### src/rtl/cpu_alu.sv
// Registered 32-bit ALU with Z/N/C/V/S/H flags; ALU_SHIFT_EN enables SL/SR.
// Latency: one cycle, result and flags update together on rising clk.
// Backpressure: none, accepts a new op every cycle; undefined opcodes hold state.
module cpu_alu (
    input  logic        clk,
    input  logic        rst_n,
    input  logic [31:0] a,
    input  logic [31:0] b,
    input  logic [7:0]  op,
    output logic [31:0] out,
    output logic        zflag,
    output logic        nflag,
    output logic        cflag,
    output logic        vflag,
    output logic        sflag,
    output logic        hflag
);

    localparam logic [7:0] OP_LD  = 8'h01;
    localparam logic [7:0] OP_ADD = 8'h03;
    localparam logic [7:0] OP_SUB = 8'h04;
    localparam logic [7:0] OP_AND = 8'h05;
    localparam logic [7:0] OP_OR  = 8'h06;
    localparam logic [7:0] OP_XOR = 8'h07;
    localparam logic [7:0] OP_NOT = 8'h08;
`ifdef ALU_SHIFT_EN
    localparam logic [7:0] OP_SL  = 8'h09;
    localparam logic [7:0] OP_SR  = 8'h0A;
`endif

    logic [32:0] sum;
    logic [4:0]  hsum;
    logic [31:0] diff;

    assign sum  = {1'b0, a} + {1'b0, b};
    assign hsum = {1'b0, a[3:0]} + {1'b0, b[3:0]};
    assign diff = a - b;

`ifdef ALU_SHIFT_EN
    // Extra guard bit catches the last bit shifted out; shifts >= width yield zero.
    logic [32:0] shl;
    logic [32:0] shr;
    assign shl = {1'b0, a} << b;
    assign shr = {a, 1'b0} >> b;
`endif

    logic [31:0] nxt_out;
    logic        nxt_c;
    logic        nxt_v;
    logic        nxt_h;
    logic        upd;

    always_comb begin
        nxt_out = out;
        nxt_c   = 1'b0;
        nxt_v   = 1'b0;
        nxt_h   = 1'b0;
        upd     = 1'b1;
        case (op)
            OP_LD:  nxt_out = b;
            OP_ADD: begin
                nxt_out = sum[31:0];
                nxt_c   = sum[32];
                nxt_h   = hsum[4];
                nxt_v   = (a[31] == b[31]) && (sum[31] != a[31]);
            end
            OP_SUB: begin
                nxt_out = diff;
                nxt_c   = a < b;
                nxt_h   = a[3:0] < b[3:0];
                nxt_v   = (a[31] != b[31]) && (diff[31] != a[31]);
            end
            OP_AND: nxt_out = a & b;
            OP_OR:  nxt_out = a | b;
            OP_XOR: nxt_out = a ^ b;
            OP_NOT: nxt_out = ~a;
`ifdef ALU_SHIFT_EN
            OP_SL: begin
                nxt_out = shl[31:0];
                nxt_c   = shl[32];
            end
            OP_SR: begin
                nxt_out = shr[32:1];
                nxt_c   = shr[0];
            end
`endif
            default: upd = 1'b0;
        endcase
    end

    always_ff @(posedge clk or negedge rst_n) begin
        if (!rst_n) begin
            out   <= '0;
            zflag <= 1'b0;
            nflag <= 1'b0;
            cflag <= 1'b0;
            vflag <= 1'b0;
            sflag <= 1'b0;
            hflag <= 1'b0;
        end else if (upd) begin
            out   <= nxt_out;
            zflag <= (nxt_out == 32'd0);
            nflag <= nxt_out[31];
            cflag <= nxt_c;
            vflag <= nxt_v;
            sflag <= nxt_out[31] ^ nxt_v;
            hflag <= nxt_h;
        end
    end

endmodule

### config.mk
export PLATFORM = sky130hd
export DESIGN_NAME = cpu_alu
export DESIGN_NICKNAME = d
export VERILOG_FILES = /design/src/rtl/cpu_alu.sv
export SDC_FILE = /design/constraint.sdc
export NUM_CORES = 1
export LEC_CHECK = 0
export BUFFER_PORTS_ARGS = -buffer_cell sky130_fd_sc_hd__buf_2
export CAP_MARGIN = 25
export CORE_MARGIN = 5
export CORE_UTILIZATION = 58
export DETAILED_ROUTE_END_ITERATION = 8
export PLACE_DENSITY = 0.81
export SYNTH_ARGS = -nofsm -noshare
export SYNTH_HDL_FRONTEND = slang
export SYNTH_SLANG_ARGS = --single-unit
### constraint.sdc
create_clock -name clk -period 2.3 [get_ports clk]
set_input_delay 0.345 -clock clk [delete_from_list [all_inputs] [get_ports clk]]
set_output_delay 0.345 -clock clk [all_outputs]
set_load 0.05 [all_outputs]
==> results.json, run 1 <==
{
  "clock-sinks": 37,
  "dieWidth_um": 127,
  "cts_hold_buffers": 0,
  "yosys.area_share.simple_pct": 21.8,
  "synthArstFlopShare_pct": 100,
  "syn_inst": 1098,
  "netlist_area_um2": 7890,
  "cts_resized": 179,
  "portBuffers": 111,
  "synth_fp_nets": 1279,
  "pre_cts_ws_ns": -1.76,
  "dp_hpwl_mm": 32.7,
  "error_line": "[ERROR DPL-0033] detailed placement checks failed during check placement.",
  "place_inst": 1726,
  "synth_edf_count": 0,
  "synth_flop_cell": "dfrtp_1",
  "synth.avg_cell_area_um2": 7.19,
  "synth_adder_area_share_pct": 17.2,
  "clock_path_buffers": 2,
  "synth_commonest_cells": "nor2_1, ha_1, a21oi_1",
  "row_count": 42,
  "postPlaceCellArea_um2": 11900,
  "io_pins": 112,
  "htreeDepth": 2,
  "start_util_pct": 59.4,
  "synth_top_cell_by_area": "ha_1",
  "synth-xor-area-share_pct": 1.33,
  "synth-compound-area-share_pct": 36.6,
  "muxShareOfSynthArea_pct": 2.62,
  "root_buffer": "clkbuf_16",
  "post_cts_buffers": 49,
  "synthTopCellsByArea": "ha_1, dfrtp_1, a21oi_1, nor2_1, inv_1",
  "synth.most_common_cell": "nor2_1",
  "synth.distinct_cells": 92,
  "synth_top_area_share_pct": 16.6,
  "synth_seq_cells": 37,
  "cts_buffers": 5,
  "status": "aborted with a tool error",
  "ys_warn_count": 0,
  "gp_congestion": 1.13,
  "seq_area_frac_synth_pct": 11.7,
  "stop_stage": "clock tree synthesis (4_1_cts)",
  "die_y_um": 127,
  "synth_top_family_by_area": "compound AO/OA/AOI/OAI gates"
}
## metrics by stage
step,utilization [%],TNS [ns]
2_1_floorplan,-,-4.67
3_3_place_gp,89.3,-18.53
3_5_place_dp,89.3,-23.71
## kinds of logic after synthesis
logic type | Yosys count
fa+ha+maj | 107
compound gates | 409
xor+xnor | 12
mux | 19
buf+inv | 168
simple gates | 346
flops | 37
==> inputs of run 2 (changes only) <==
--- a/config.mk
+++ b/config.mk
@@ -8,9 +8,9 @@
 export BUFFER_PORTS_ARGS = -buffer_cell sky130_fd_sc_hd__buf_2
 export CAP_MARGIN = 25
 export CORE_MARGIN = 5
-export CORE_UTILIZATION = 58
+export CORE_UTILIZATION = 40
 export DETAILED_ROUTE_END_ITERATION = 8
-export PLACE_DENSITY = 0.81
+export PLACE_DENSITY_LB_ADDON = 0.15
 export SYNTH_ARGS = -nofsm -noshare
 export SYNTH_HDL_FRONTEND = slang
 export SYNTH_SLANG_ARGS = --single-unit
==> run 2 against run 1 <==
The flow now finishes, with violations (setup timing). Area after synthesis unchanged. Synthesized cell count unchanged.
==> results.json, run 2 <==
{
  "multi_input_area_um2": 7420,
  "layout_setup_ws_ns": -1.07,
  "regMostFlops": "out",
  "rr_worst_depth": 6,
  "synth.avg_cell_area_um2": 7.19,
  "seq_area_frac_synth_pct": 11.7,
  "synth_seq_cells": 37,
  "cts.clk_slew.worst_paths_ns": 0.06,
  "synth.most_common_cell": "nor2_1",
  "timing.hold.ws_ns": 0.182,
  "violations": "setup timing",
  "max_freq_mhz": 296,
  "p_comb_share_pct": 66.9,
  "portBuffers": 111,
  "antenna_found_initial": 1,
  "synth_edf_count": 0,
  "cts_tree": "done",
  "post_drt_via_cell_ratio": 5.88,
  "dieWidth_um": 150,
  "avgRoutedWirePerCell_um": 21.5,
  "finClkSkew_ns": 0.00739,
  "final_common_cell": "buf_4",
  "io_pins": 112,
  "cts_buffers": 5,
  "stdcell_area_um2": 13700,
  "syn_inst": 1098,
  "power_density_nw_per_um2": 402,
  "dr.pass1.iters": 6,
  "met1_usage_pct": 47.6,
  "detail-route-antenna-nets": 0,
  "root_buffer": "clkbuf_16",
  "fin_crit_sh_pct": 147,
  "cp-start-kind": "input pin",
  "layout-drive-gt1-share_pct": 49.4,
  "remaining_drc_errors": 0,
  "dp_hpwl_mm": 32.6,
  "core-area_um2": 19500,
  "synthArstFlopShare_pct": 100,
  "synth_fp_nets": 1279,
  "clock_latency_ns": 0.28,
  "grt_use_met3_pct": 5.81,
  "synth.distinct_cells": 92,
  "relSlewSlack_pct": 39.9,
  "start_util_pct": 40.6,
  "postPlaceCellArea_um2": 12200,
  "crit_path_max_fanout": 4,
  "htreeDepth": 2,
  "overflow": 0,
  "gp_congestion": 1.00,
  "die_y_um": 150,
  "final_cell_mix": "buf_4, buf_2, nor2_1, a21oi_1, ha_1",
  "clock-sinks": 37,
  "power_frac_seq_pct": 17.9,
  "synth_top_cell_by_area": "ha_1",
  "reg2reg_to": "zflag",
  "r2r_setup_slack_ns": 0.27,
  "met2_usage_pct": 56.5,
  "maxCapViolCount": 0,
  "synth_top_area_share_pct": 16.6,
  "r2r_start": "out[19]",
  "cts_hold_buffers": 0,
  "p_clk_share_pct": 15.2,
  "worst_setup_path_end_kind": "register",
  "synth_commonest_cells": "nor2_1, ha_1, a21oi_1",
  "setup_viol": 25,
  "drt_iter0_drc": 966,
  "final_hold_viol_count": 0,
  "grtUsageTotal_pct": 34.6,
  "hold_path.class": "input pin to async pin",
  "setup_tns_ns": -9.45,
  "busiest_layer": "met2",
  "power_mw": 5.49,
  "final_cell_count_no_fill": 1892,
  "largest_reg_flops": 32,
  "post-route-util_pct": 70.3,
  "nFillCells": 1634,
  "ys_warn_count": 0,
  "tightest_slew_ns": 0.901,
  "synth_flop_cell": "dfrtp_1",
  "ir_worst_vdd_mv": 0.311,
  "status": "finished, violations left",
  "netlist_area_um2": 7890,
  "min_period_ns": 3.37,
  "cp.required_ns": 2.50,
  "grt_start_max_net_pins": 38,
  "vias": 11126,
  "swShare_pct": 47.9,
  "dieArea_um2": 22600,
  "place_inst": 1848,
  "rsz0062_at_grt": "yes",
  "worstPathArrival_ns": 3.57,
  "clock_path_buffers": 2,
  "power_switching_mw": 2.63,
  "register_area_um2": 926,
  "row_count": 51,
  "path_class": "input pin to register",
  "wirelength_mm": 40.6,
  "p_leak_nw": 6.40,
  "slew_violations": 0,
  "synthTopCellsByArea": "ha_1, dfrtp_1, a21oi_1, nor2_1, inv_1",
  "area_growth_pct": 73.3,
  "final_net_count": 1806,
  "p_int_mw": 2.86,
  "grt_pass1_wl_mm": 60.5,
  "grt_pass1_vias": 10634,
  "pre_cts_ws_ns": -1.58
}
## run 2: power by group through the flow
stage / Clock, mW / Sequential (mW) / Combinational [mW]
after global routing: 0.860 / 0.988 / 3.88
after detailed placement: 0 / 0.982 / 3.30
after CTS: 0.838 / 0.972 / 3.48
final: 0.837 / 0.983 / 3.67
after floorplan: 0 / 1.49 / 1.28
after global placement: 0 / 0.983 / 3.28
## run 2: logic make-up after synthesis
logic type / Yosys count / share of synthesized area [%]
AND/OR/NAND/NOR: 346 / 21.8
buffers and inverters: 168 / 8.81
multiplexers: 19 / 2.62
adder cells (fa/ha/maj): 107 / 17.2
AO/OA/AOI/OAI: 409 / 36.6
XOR/XNOR: 12 / 1.33
flip-flops: 37 / 11.7
## run 2: layer usage
layer	share of wire (%)	vias to the layer above
met5	0	-
met4	3.4	0
met3	9.6	106
met2	45	584
met1	42	5314
li1	-	5122
## run 2: timing repair
item	in CTS	in global routing
endpoints found under the hold margin	0	0
endpoints found under the setup margin	29	30
cloned	3	0
resized for setup	108	99
pin swaps	46	40
setup buffers	21	13
## run 2: layout make-up
class / count / share of cell area, %
Inverter: 101 / 3.11
Sequential cell: 37 / 6.77
Clock buffer: 7 / 1.04
Antenna cell: 1 / 0.0183
Timing Repair Buffer: 585 / 32.2
Tap cell: 265 / 2.42
Clock inverter: 1 / 0.220
Multi-Input combinational cell: 895 / 54.2
## run 2: worst max-delay path by stage
stage	from	cells past startpoint	slack, ns	end
finish	a[0]	16	-1.07	zflag
global route	a[0]	17	-1.18	zflag
CTS	a[0]	18	-1.01	zflag
detailed placement	a[0]	15	-1.58	zflag
global placement	a[0]	15	-1.45	zflag
floorplan	b[14]	14	-0.82	zflag
## run 2: worst max-delay path, cell delays in order
cell and delay, ns:
buf_8 0.10, ha_1 0.21, inv_2 0.07, fa_2 0.22
nor2b_2 0.05, o211ai_1 0.38, a21boi_2 0.13, buf_4 0.18
o211ai_1 0.34, nand3b_1 0.16, and2_1 0.19, o311a_1 0.31
nand4b_1 0.21, nor4_2 0.33, nand4b_1 0.15, o31ai_2 0.18
Power figures use the tool's default switching activity.
==> inputs of run 3 (changes only) <==
==> config.mk (replaced) <==
export PLATFORM = sky130hd
export DESIGN_NAME = cpu_alu
export DESIGN_NICKNAME = d
export VERILOG_FILES = /design/src/rtl/cpu_alu.sv
export SDC_FILE = /design/constraint.sdc
export NUM_CORES = 1
export LEC_CHECK = 0
export BUFFER_PORTS_ARGS = -buffer_cell sky130_fd_sc_hd__buf_4
export CAP_MARGIN = 25
export CORE_MARGIN = 10
export CORE_UTILIZATION = 40
export DETAILED_ROUTE_END_ITERATION = 8
export PLACE_DENSITY_LB_ADDON = 0.15
export RECOVER_POWER = 50
export SYNTH_ARGS = -nofsm -noshare
export SYNTH_HDL_FRONTEND = slang
export SYNTH_SLANG_ARGS = --single-unit
==> run 3 against run 2 <==
Sequential power about the same. The run still ends with setup timing left. Non-clock buffer count up 10. Critical path type unchanged. Highest routed layer unchanged. Core utilization up 2.3 points. Design area up 3.2%. Largest power group unchanged.
==> results.json, run 3 (same netlist as run 2, synthesis figures left out) <==
{
  "rr_worst_depth": 6,
  "overflow": 0,
  "antenna_found_initial": 0,
  "grt_start_max_net_pins": 38,
  "gp_congestion": 1.08,
  "swShare_pct": 47.4,
  "status": "finished, violations left",
  "critPathSlowestCell": "or4b_4",
  "clock_path_buffers": 2,
  "core-area_um2": 19500,
  "final_hold_viol_count": 0,
  "post_drt_via_cell_ratio": 5.86,
  "cts_tree": "done",
  "clock-sinks": 37,
  "layout-drive-gt1-share_pct": 50.3,
  "critPathMaxStageDelay_ns": 0.56,
  "worstPathArrival_ns": 3.41,
  "setup_viol": 23,
  "detail-route-antenna-nets": 0,
  "final_net_count": 1814,
  "dp_hpwl_mm": 32.5,
  "remaining_drc_errors": 0,
  "wirelength_mm": 40.5,
  "io_pins": 112,
  "clock_latency_ns": 0.29,
  "slew_violations": 0,
  "row_count": 51,
  "path_class": "input pin to register",
  "relSlewSlack_pct": 34.4,
  "dieArea_um2": 25800,
  "p_clk_share_pct": 14.5,
  "final_cell_count_no_fill": 1899,
  "power_density_nw_per_um2": 395,
  "tightest_slew_ns": 0.984,
  "start_util_pct": 40.6,
  "dr.pass1.iters": 6,
  "fin_crit_sh_pct": 140,
  "layout_setup_ws_ns": -0.910,
  "p_leak_nw": 6.51,
  "cpLargestDelayFamily": "simple AND/OR/NAND/NOR gates",
  "dieWidth_um": 160,
  "antenna_cells": 0,
  "grt_pass1_vias": 10968,
  "drt_iter0_drc": 1208,
  "violations": "setup timing",
  "crit_path_max_fanout": 13,
  "post-route-util_pct": 72.5,
  "p_comb_share_pct": 67.8,
  "finClkSkew_ns": 0.00882,
  "root_buffer": "clkbuf_16",
  "crit_cells": 14,
  "ir_worst_vdd_mv": 0.382,
  "power_frac_seq_pct": 17.7,
  "area_growth_pct": 78.9,
  "cp-start-kind": "input pin",
  "setup_tns_ns": -7.91,
  "cp.required_ns": 2.50,
  "portBuffers": 111,
  "avgRoutedWirePerCell_um": 21.3,
  "vias": 11133,
  "p_int_mw": 2.93,
  "min_period_ns": 3.21,
  "largest_reg_flops": 32,
  "timing.hold.ws_ns": 0.207,
  "regMostFlops": "out",
  "cts.clk_slew.worst_paths_ns": 0.06,
  "hold_path.class": "input pin to async pin",
  "cts_buffers": 5,
  "worst_setup_path_end_kind": "register",
  "die_y_um": 160,
  "grt_pass1_wl_mm": 61.6,
  "power_switching_mw": 2.65,
  "grtUsageTotal_pct": 29.6,
  "nFillCells": 1586,
  "htreeDepth": 2,
  "max_freq_mhz": 312,
  "pre_cts_ws_ns": -1.42,
  "cp_cell_sequence": "buf_4, inv_1, ha_2, nor2_1, nand2_1, a2111o_1, a31oi_4, o41ai_1, o31ai_1, nand2_1, or4b_4, nor4_4, nand4b_1, o31ai_2",
  "maxCapViolCount": 0,
  "critPathMostFrequentCell": "nand2_1",
  "final_common_cell": "buf_4",
  "worst-path-buf-inv": 2,
  "place_inst": 1836,
  "final_cell_mix": "buf_4, nor2_1, a21oi_1",
  "rsz0062_at_grt": "yes"
}
[run 3: cell types whose count changed in the layout (fill, tap and decap cells not counted), sizes merged]
cell | previous run | this run
clkbuf | 8 | 12
diode | 1 | 0
clkinv | 1 | 2
buf | 584 | 588
or4 | 8 | 6
clkinvlp | 1 | 2
[run 3: final timing paths]
kind / startpoint / slack [ns] / endpoint
setup / recovery: b[9] / -0.91 / zflag
max in group asynchronous: rst_n / 1.48 / out[21]
min in group clk: a[31] / 0.45 / sflag
hold reg to reg: out[0] / 0.50 / out[0]
setup reg to reg: out[19] / 0.32 / zflag
hold / removal: rst_n / 0.21 / out[0]
[run 3: cell type report]
class	instances	area, µm²	area share [%]
Clock buffer	5	125	0.886
Clock inverter	3	46.3	0.328
Inverter	101	433	3.07
Multi-Input combinational cell	893	7520	53.2
Sequential cell	37	926	6.56
Tap cell	265	332	2.35
Timing Repair Buffer	595	4740	33.6
[run 3: metal layers]
metal	GRT usage, %	vias to the layer above	share of wire (%)
met5	0	-	0
met4	10.2	0	4.4
met3	4.58	125	9.4
met2	47.5	614	45
met1	39.3	5250	42
li1	-	5144	-
[run 3: stage by stage]
step / total power, mW / area [µm²]
2_1_floorplan: 2.77 / 8310
3_3_place_gp: 4.34 / 12400
3_5_place_dp: 4.37 / 12400
4_1_cts: 5.40 / 13500
5_1_grt: 5.83 / 14100
6_report: 5.58 / 14100
[run 3: worst reg2reg max path, delay by kind of cell, from the launching register on]
family / cells / cell delay, ns
AOI/OAI and AO/OA: 2 / 0.46
DFF: 1 / 0.42
and+or+nand+nor: 4 / 0.99
[run 3: power by group through the flow]
stage               combinational, mW  clock, mW  sequential (mW)
finish                           3.79      0.807            0.986
global route                     4.00      0.837            0.996
CTS                              3.62      0.806            0.976
detailed placement               3.39          0            0.984
global placement                 3.35          0            0.989
floorplan                        1.28          0             1.49
[run 3: what timing repair did]
action	in CTS	in global routing
buffers inserted	37	25
gates resized for setup	145	99
hold buffers	0	0
pin swaps	70	76
endpoints found under the setup margin	27	30
==> inputs of run 4 (changes only) <==
--- a/config.mk
+++ b/config.mk
@@ -7,6 +7,7 @@
 export LEC_CHECK = 0
 export BUFFER_PORTS_ARGS = -buffer_cell sky130_fd_sc_hd__buf_4
 export CAP_MARGIN = 25
+export CORE_ASPECT_RATIO = 0.75
 export CORE_MARGIN = 10
 export CORE_UTILIZATION = 40
 export DETAILED_ROUTE_END_ITERATION = 8
==> run 4 against run 3 <==
The flow still finishes with violations (setup timing). Via count rose by 3.7%. Clock skew down 0.00099 ns. Combinational power increased by 5%. Wire length grew 5.2%. Non-clock buffer count is 32 higher. Worst hold slack improved by 0.041 ns. Worst setup slack worse by 0.17 ns. First-iteration DRC count is 24% higher. Critical path depth is 3 higher. Flip-flop and latch count did not move. Die area up 0.23%. Largest cell class unchanged.
==> results.json, run 4 (same netlist as run 2, synthesis figures left out) <==
{
  "die_y_um": 142,
  "hold_path.class": "input pin to async pin",
  "cts_hold_buffers": 0,
  "overflow": 0,
  "grt_pass1_wl_mm": 62.9,
  "grt_pass1_vias": 10804,
  "io_pins": 112,
  "final_cell_count_no_fill": 1918,
  "pre_cts_ws_ns": -1.56,
  "start_util_pct": 40.7,
  "drt_iter0_drc": 1492,
  "p_comb_share_pct": 69.6,
  "r2r_setup_slack_ns": 0.22,
  "setup_viol": 27,
  "reg2reg_to": "zflag",
  "path_class": "input pin to register",
  "row_count": 44,
  "power_frac_seq_pct": 17.3,
  "cts_tree": "done",
  "dr.pass1.iters": 6,
  "root_buffer": "clkbuf_16",
  "tightest_slew_ns": 1.13,
  "crit_path_max_fanout": 3,
  "regMostFlops": "out",
  "slew_violations": 0,
  "dieWidth_um": 182,
  "gp_congestion": 1.03,
  "htreeDepth": 2,
  "post_drt_via_cell_ratio": 6.02,
  "worst_setup_path_end_kind": "register",
  "violations": "setup timing",
  "post-route-util_pct": 75.5,
  "power_density_nw_per_um2": 390,
  "timing.hold.ws_ns": 0.247,
  "worstPathArrival_ns": 3.58,
  "finClkSkew_ns": 0.00783,
  "portBuffers": 111,
  "min_period_ns": 3.38,
  "swShare_pct": 48.2,
  "clock_path_buffers": 2,
  "wirelength_mm": 42.7,
  "grt_start_max_net_pins": 38,
  "rsz0062_at_grt": "yes",
  "fin_crit_sh_pct": 147,
  "cp-start-kind": "input pin",
  "vias": 11550,
  "final_common_cell": "buf_4",
  "layout-drive-gt1-share_pct": 52.1,
  "cp.required_ns": 2.51,
  "dp_hpwl_mm": 33.1,
  "avgRoutedWirePerCell_um": 22.2,
  "cts_buffers": 5,
  "final_cell_mix": "buf_4, nor2_1, a21oi_1",
  "area_growth_pct": 85.5,
  "p_int_mw": 2.96,
  "clock-sinks": 37,
  "layout_setup_ws_ns": -1.08,
  "dieArea_um2": 25800,
  "place_inst": 1833,
  "status": "finished, violations left",
  "power_mw": 5.71,
  "power_switching_mw": 2.75,
  "relSlewSlack_pct": 24.5,
  "antenna_cells": 0,
  "startpoint": "a[4]",
  "final_hold_viol_count": 0,
  "ir_worst_vdd_mv": 0.517,
  "cts.clk_slew.worst_paths_ns": 0.07,
  "p_clk_share_pct": 13.2,
  "maxCapViolCount": 0,
  "clock_latency_ns": 0.30,
  "largest_reg_flops": 32,
  "cp-endpoint": "zflag",
  "remaining_drc_errors": 0,
  "final_net_count": 1846,
  "max_freq_mhz": 296,
  "core-area_um2": 19400,
  "detail-route-antenna-nets": 0,
  "r2r_start": "out[19]",
  "rr_worst_depth": 6,
  "antenna_found_initial": 0,
  "p_leak_nw": 6.74,
  "grtUsageTotal_pct": 30.3
}
run 4: cell types whose count changed in the layout (fill, tap and decap cells not counted), sizes merged:
cell and delta:
buf +34, bufinv -1, clkinv -1, clkinvlp -1
run 4: worst max-delay path, stage by stage:
cell and delay (ns):
buf_8 0.10, inv_4 0.05, ha_4 0.21, buf_6 0.12, a21o_1 0.19, a31o_4 0.22, o2111ai_4 0.28, a31oi_4 0.17
buf_4 0.17, buf_6 0.12, a31o_2 0.23, a31oi_2 0.14, a31oi_2 0.13, or3_4 0.41, nor4_4 0.30, nand4b_1 0.15
o31ai_2 0.24
run 4: how the worst min path moves through the flow:
stage | endpoint | slack (ns) | cells after the start
after floorplan | cflag | 0.05 | 0
final | vflag | 0.25 | 1
after global placement | sflag | 0.37 | 1
after global routing | vflag | 0.30 | 1
after CTS | sflag | 0.06 | 1
after detailed placement | sflag | 0.37 | 1
run 4: what timing repair did:
item	4_1_cts	5_1_grt
hold endpoints to repair	0	0
endpoints found under the setup margin	33	30
pin swaps	68	101
resized for setup	150	157
gates cloned	1	0
buffers inserted	38	60
run 4: area by class of cell:
| class | count | area, µm² |
|---|---|---|
| multi-input combinational | 893 | 7640 |
| timing repair buffer | 627 | 5160 |
| fill | 1488 | 4740 |
| sequential | 37 | 926 |
| inverter | 101 | 450 |
| tap | 253 | 317 |
| clock buffer | 7 | 143 |
run 4: layer usage:
metal / GRT usage, % / part of all wire (%) / routed length (µm)
met5: 0 / 0 / 0
met4: 5.68 / 3.0 / 1280
met3: 5.69 / 11 / 4850
met2: 45.7 / 42 / 17800
met1: 43.8 / 44 / 18800
run 4: power groups by stage:
stage	Clock [mW]	Sequential (mW)	Combinational, mW
finish	0.753	0.986	3.97
global route	0.761	0.992	4.18
CTS	0.746	0.969	3.72
detailed placement	0	0.980	3.43
global placement	0	0.977	3.40
floorplan	0	1.49	1.28
run 4: through the flow:
step	cell area (µm²)	TNS [ns]
2_1_floorplan	8310	-4.67
3_3_place_gp	12500	-21.69
3_5_place_dp	12500	-22.68
4_1_cts	13600	-7.95
5_1_grt	14600	-11.20
6_report	14600	-8.79
